`src/rtl/mux4_rr_arbiter.sv`:
```
// mux4_rr_arbiter
//   Round-robin arbiter sharing one 4-to-1 data mux among four requesters.
//   A hold limit forces rotation so no requester can starve the others.
// Ports
//   clk    in   rising-edge clock
//   rst    in   asynchronous active-high reset
//   req    in   [3:0] request per requester (bit0=a .. bit3=d)
//   a..d   in   [W-1:0] requester data
//   y      out  [W-1:0] selected data, 0 when no grant is active
//   valid  out  1 while a grant is active (== |gnt)
//   gnt    out  [3:0] registered one-hot grant, 0000 when idle
//   sel    out  [1:0] registered mux select (00=a .. 11=d)
module mux4_rr_arbiter #(
  parameter int W        = 8,
  parameter int MAX_HOLD = 4
) (
  input  logic         clk,
  input  logic         rst,
  input  logic [3:0]   req,
  input  logic [W-1:0] a,
  input  logic [W-1:0] b,
  input  logic [W-1:0] c,
  input  logic [W-1:0] d,
  output logic [W-1:0] y,
  output logic         valid,
  output logic [3:0]   gnt,
  output logic [1:0]   sel
);

  localparam int CW = $clog2(MAX_HOLD + 1);
  localparam logic [CW-1:0] CNT_MAX = CW'(MAX_HOLD);
  localparam logic [CW-1:0] CNT_ONE = CW'(1);

  typedef enum logic {IDLE = 1'b0, GRANT = 1'b1} state_t;

  state_t        state, state_nx;
  logic [1:0]    ptr, ptr_nx, sel_nx;
  logic [3:0]    gnt_nx, others;
  logic          valid_nx;
  logic [CW-1:0] cnt, cnt_nx;
  logic [2:0]    pick_ptr, pick_next;

  // Returns {found, index} of the first set bit of r, searching
  // start, start+1, ... modulo 4. Walking k downwards lets the
  // lowest offset overwrite the result last and therefore win.
  function automatic logic [2:0] rr_pick(input logic [3:0] r, input logic [1:0] start);
    logic [1:0] idx;
    rr_pick = 3'b000;
    for (int k = 3; k >= 0; k--) begin
      idx = start + 2'(k);
      if (r[idx]) rr_pick = {1'b1, idx};
    end
  endfunction

  always_ff @(posedge clk or posedge rst) begin
    if (rst) begin
      state <= IDLE;
      ptr   <= 2'd0;
      sel   <= 2'd0;
      gnt   <= 4'b0000;
      valid <= 1'b0;
      cnt   <= '0;
    end else begin
      state <= state_nx;
      ptr   <= ptr_nx;
      sel   <= sel_nx;
      gnt   <= gnt_nx;
      valid <= valid_nx;
      cnt   <= cnt_nx;
    end
  end

  always_comb begin
    state_nx  = state;
    ptr_nx    = ptr;
    sel_nx    = sel;
    gnt_nx    = gnt;
    valid_nx  = valid;
    cnt_nx    = cnt;
    // Requests other than the current owner; on release this equals req.
    others    = req & ~(4'b0001 << sel);
    pick_ptr  = rr_pick(req, ptr);
    pick_next = rr_pick(others, sel + 2'd1);

    case (state)
      IDLE: begin
        if (pick_ptr[2]) begin
          state_nx = GRANT;
          sel_nx   = pick_ptr[1:0];
          gnt_nx   = 4'b0001 << pick_ptr[1:0];
          valid_nx = 1'b1;
          cnt_nx   = CNT_ONE;
        end
      end
      GRANT: begin
        if (!req[sel]) begin
          ptr_nx = sel + 2'd1;
          if (pick_next[2]) begin
            // Hand over on the same edge: no idle bubble between owners.
            sel_nx = pick_next[1:0];
            gnt_nx = 4'b0001 << pick_next[1:0];
            cnt_nx = CNT_ONE;
          end else begin
            // sel deliberately keeps its last value while idle.
            state_nx = IDLE;
            gnt_nx   = 4'b0000;
            valid_nx = 1'b0;
            cnt_nx   = '0;
          end
        end else if (cnt == CNT_MAX && pick_next[2]) begin
          ptr_nx = sel + 2'd1;
          sel_nx = pick_next[1:0];
          gnt_nx = 4'b0001 << pick_next[1:0];
          cnt_nx = CNT_ONE;
        end else if (cnt != CNT_MAX) begin
          cnt_nx = cnt + CNT_ONE;
        end
      end
      default: state_nx = IDLE;
    endcase
  end

  always_comb begin
    y = '0;
    if (valid) begin
      case (sel)
        2'd0:    y = a;
        2'd1:    y = b;
        2'd2:    y = c;
        default: y = d;
      endcase
    end
  end

endmodule

```
`config.mk`:
```
export PLATFORM = sky130hd
export DESIGN_NAME = mux4_rr_arbiter
export DESIGN_NICKNAME = d
export VERILOG_FILES = /design/src/rtl/mux4_rr_arbiter.sv
export SDC_FILE = /design/constraint.sdc
export NUM_CORES = 1
export LEC_CHECK = 0
export CAP_MARGIN = 20
export CORE_MARGIN = 2
export CORE_UTILIZATION = 39
export DETAILED_ROUTE_END_ITERATION = 8
export GPL_ROUTABILITY_DRIVEN = 1
export PLACE_DENSITY = 0.82
export SLEW_MARGIN = 30
export SYNTH_ARGS = -nofsm -noshare
export SYNTH_HDL_FRONTEND = slang
export SYNTH_SLANG_ARGS = --single-unit
```
`constraint.sdc`:
```
create_clock -name clk -period 2.25 [get_ports clk]
set_clock_uncertainty 0.15 [all_clocks]
set_input_delay 0.3375 -clock clk [delete_from_list [all_inputs] [get_ports clk]]
set_output_delay 0.3375 -clock clk [all_outputs]
set_load 0.03 [all_outputs]
```
==> results.toml <==
[run_status]
outcome = "finished, violations left"
violations = "negative setup slack"

[sta]
rsz0062_at_grt = "true"
worst_pin_slew_ns = 0.6455
fmaxAchievable_ghz = 0.4297
maxSlewViolCount = 0
slew_headroom_pct = 56.97
finalCritPeriodShare_pct = 103.4
setup_viol = 16
whs_ns = 0.2144
period_minus_slack_ns = 2.327
setup_ws_ns = -0.07709
final-hold-violation-count = 0

[route]
first_pass_iters = 5
wl_per_cell_microns = 17.20
ant_nets = 0
wirelength_microns = 5039
num_vias = 1656
vias_per_cell = 5.652
drt-initial-drc-count = 127
drc = 0

[power]
p_leak_nw = 1.028
total_power_mw = 3.193
ir_drop_uv = 757.7
powerDensity_nw_per_um2 = 1360

[setup_path]
rr_endpoint = "gnt[1]$_DFFE_PP0P_"
cp.arrival_ns = 2.34
r2r_slack_ns = -0.08
path_class = "reg2reg"
reg2regPathDepth = 9
crit_path_end_kind = "flop"
crit_fanout = 9
cp-start-kind = "flop"
r2r-start = "sel[1]$_DFFE_PP0P_"
worstPathRequired_ns = 2.26

[cts]
cts_buffers = 3
root_buffer = "clkbuf_4"
hold_buffers = 0
clock_sinks = 13
cts_buffer_depth = 2
tritoncts = "built"
clkTransAtPathRegs_ns = 0.09
ctsHtreeMaxLevel = 1
clock_latency_ns = 0.29

[placement]
place_hpwl_microns = 3398
place_inst = 276
routabilityCongestion = 0.8127
port-buffer-count = 52

[floorplan]
dieArea_sq_um = 3876
start_util_pct = 39.98
num_rows = 21
num_io_pins = 53
die_w_microns = 62.26
coreArea_sq_um = 3311
fp.dieH_microns = 62.26

[flow_run]
cap_violations = 0

[grt]
antenna_found_initial = 0
grt_max_degree = 19
grt_pass1_vias = 1579
grt_pass1_wl_microns = 7376
overflow = 0
gr-usage-all-layers_pct = 23.23

[yosys]
synth_warnings = 0
yosys.area.top_type = "dfrtp_1"
avgSynthCellArea_sq_um = 8.378
synth_cells = 158
synth_area_leaders = "dfrtp_1, a222oi_1, ha_1, nand2_1, and2_1"
ys_ff_latch = 13
mappedNetlistArea_sq_um = 1324
ys_types = 52
synth_nets = 202
async_flop_share_pct = 100.0
yosysTopAreaCellShare_pct = 24.57
seq_area_frac_synth_pct = 24.57
synth-edff-count = 0
synth_ff_type = "dfrtp_1"

[layout]
layout.nets = 292
final_cell_count_no_fill = 293
diodes = 0
layout-drive-gt1-share_pct = 35.22
postLayoutCoreUtil_pct = 70.90
syn2layout_area_growth_pct = 77.32

[hold_path]
hold_class = "in2async"
==> state kept, by name (all words and copies together), names as in the netlist <==
name / flops
gnt: 4
cnt: 3
ptr: 2
sel: 2
state: 1
valid: 1
==> worst max path at each step <==
stage | slack, ns | startpoint | depth (start not counted) | endpoint
2_1_floorplan | -0.009 | sel[0]$_DFFE_PP0P_ | 9 | gnt[1]$_DFFE_PP0P_
3_3_place_gp | -0.21 | req[0] | 7 | gnt[1]$_DFFE_PP0P_
3_5_place_dp | -0.28 | sel[1]$_DFFE_PP0P_ | 6 | y[1]
4_1_cts | -0.04 | sel[1]$_DFFE_PP0P_ | 9 | cnt[2]$_DFFE_PP0P_
5_1_grt | -0.17 | sel[0]$_DFFE_PP0P_ | 8 | y[2]
6_report | -0.08 | sel[1]$_DFFE_PP0P_ | 9 | gnt[1]$_DFFE_PP0P_
==> layout make-up <==
cell class / count / area (sq um)
multi-input cells: 123 / 1033
fillers: 250 / 963.4
repair buffers: 96 / 858.3
flip-flops and latches: 13 / 327.8
well taps: 46 / 57.56
inverters: 11 / 43.79
clock buffers: 4 / 26.28
==> metrics by stage <==
step | cell area [sq um] | setup slack [ns] | setup TNS, ns
detailed placement | 2116 | -0.2828 | -3.710
finish | 2347 | -0.07709 | -0.6349
floorplan | 1388 | -0.009228 | -0.01846
global route | 2347 | -0.1730 | -2.191
CTS | 2167 | -0.04452 | -0.2060
global placement | 2116 | -0.2066 | -2.522
==> per-layer routing <==
metal / GRT usage, % / share of wire (%)
met1: 28.77 / 42
met2: 42.26 / 49
met3: 4.348 / 6.7
met4: 4.444 / 1.6
met5: 0 / 0
==> cells by family after synthesis <==
logic type | synth area share [%]
simple gates | 19.28
fa+ha+maj | 5.671
mux | 7.939
compound gates | 33.75
buf+inv | 8.789
flops | 24.57
==> Yosys cell counts, types with 2 or more instances <==
library cell / number
a21o_1: 3
a21oi_1: 10
a222oi_1: 8
and2_1: 9
buf_2: 3
buf_4: 2
buf_6: 3
clkbuf_1: 3
dfrtp_1: 13
ha_1: 6
inv_1: 9
inv_2: 2
mux2_1: 2
mux2_4: 2
mux2i_1: 3
nand2_1: 20
nand2b_1: 2
nand3_1: 2
nor2_1: 8
o21ai_0: 11
o21ai_1: 3
o22ai_1: 3
o2bb2ai_1: 2
==> where the power goes <==
part | switching [mW] | total (mW) | leakage (nW) | internal, mW
sequential | 0.134 | 0.473 | 0.155 | 0.339
clock | 0.0820 | 0.151 | 0.0150 | 0.0688
combinational | 1.26 | 2.57 | 0.858 | 1.31
total | 1.48 | 3.19 | 1.03 | 1.71
==> critical path, cell delays in order, from the launching register on <==
cell	delay [ns]
dfrtp_2	0.44
inv_2	0.06
buf_4	0.11
ha_4	0.19
buf_6	0.11
o32a_1	0.23
o21ai_4	0.13
a311oi_4	0.38
nor2_4	0.09
mux2_4	0.30
==> placed cells by master, fill, tap and decap left out, types with 2 or more instances in the layout <==
cell type        count
o21ai_4              2
nand2_1             19
clkbuf_4             3
and2_1               9
a222oi_1             8
buf_2                4
o2bb2ai_1            2
mux2i_2              2
nand3_1              2
nor2b_4              2
clkdlybuf4s50_1     44
buf_4               38
dfrtp_1             11
a21oi_1             10
inv_2                2
o21ai_0              3
ha_1                 2
buf_6               10
o21ai_1             10
ha_4                 4
nor2_1               7
mux2_4               4
a21o_1               3
inv_1                8
dfrtp_2              2
o22ai_1              3
==> what timing repair did <==
| item | 4_1_cts | 5_1_grt |
|---|---|---|
| pin swaps | 3 | 14 |
| setup buffers | 2 | 11 |
| resized for setup | 51 | 37 |
| endpoints found under the setup margin | 18 | 19 |
(Power assumes the default switching activity.)
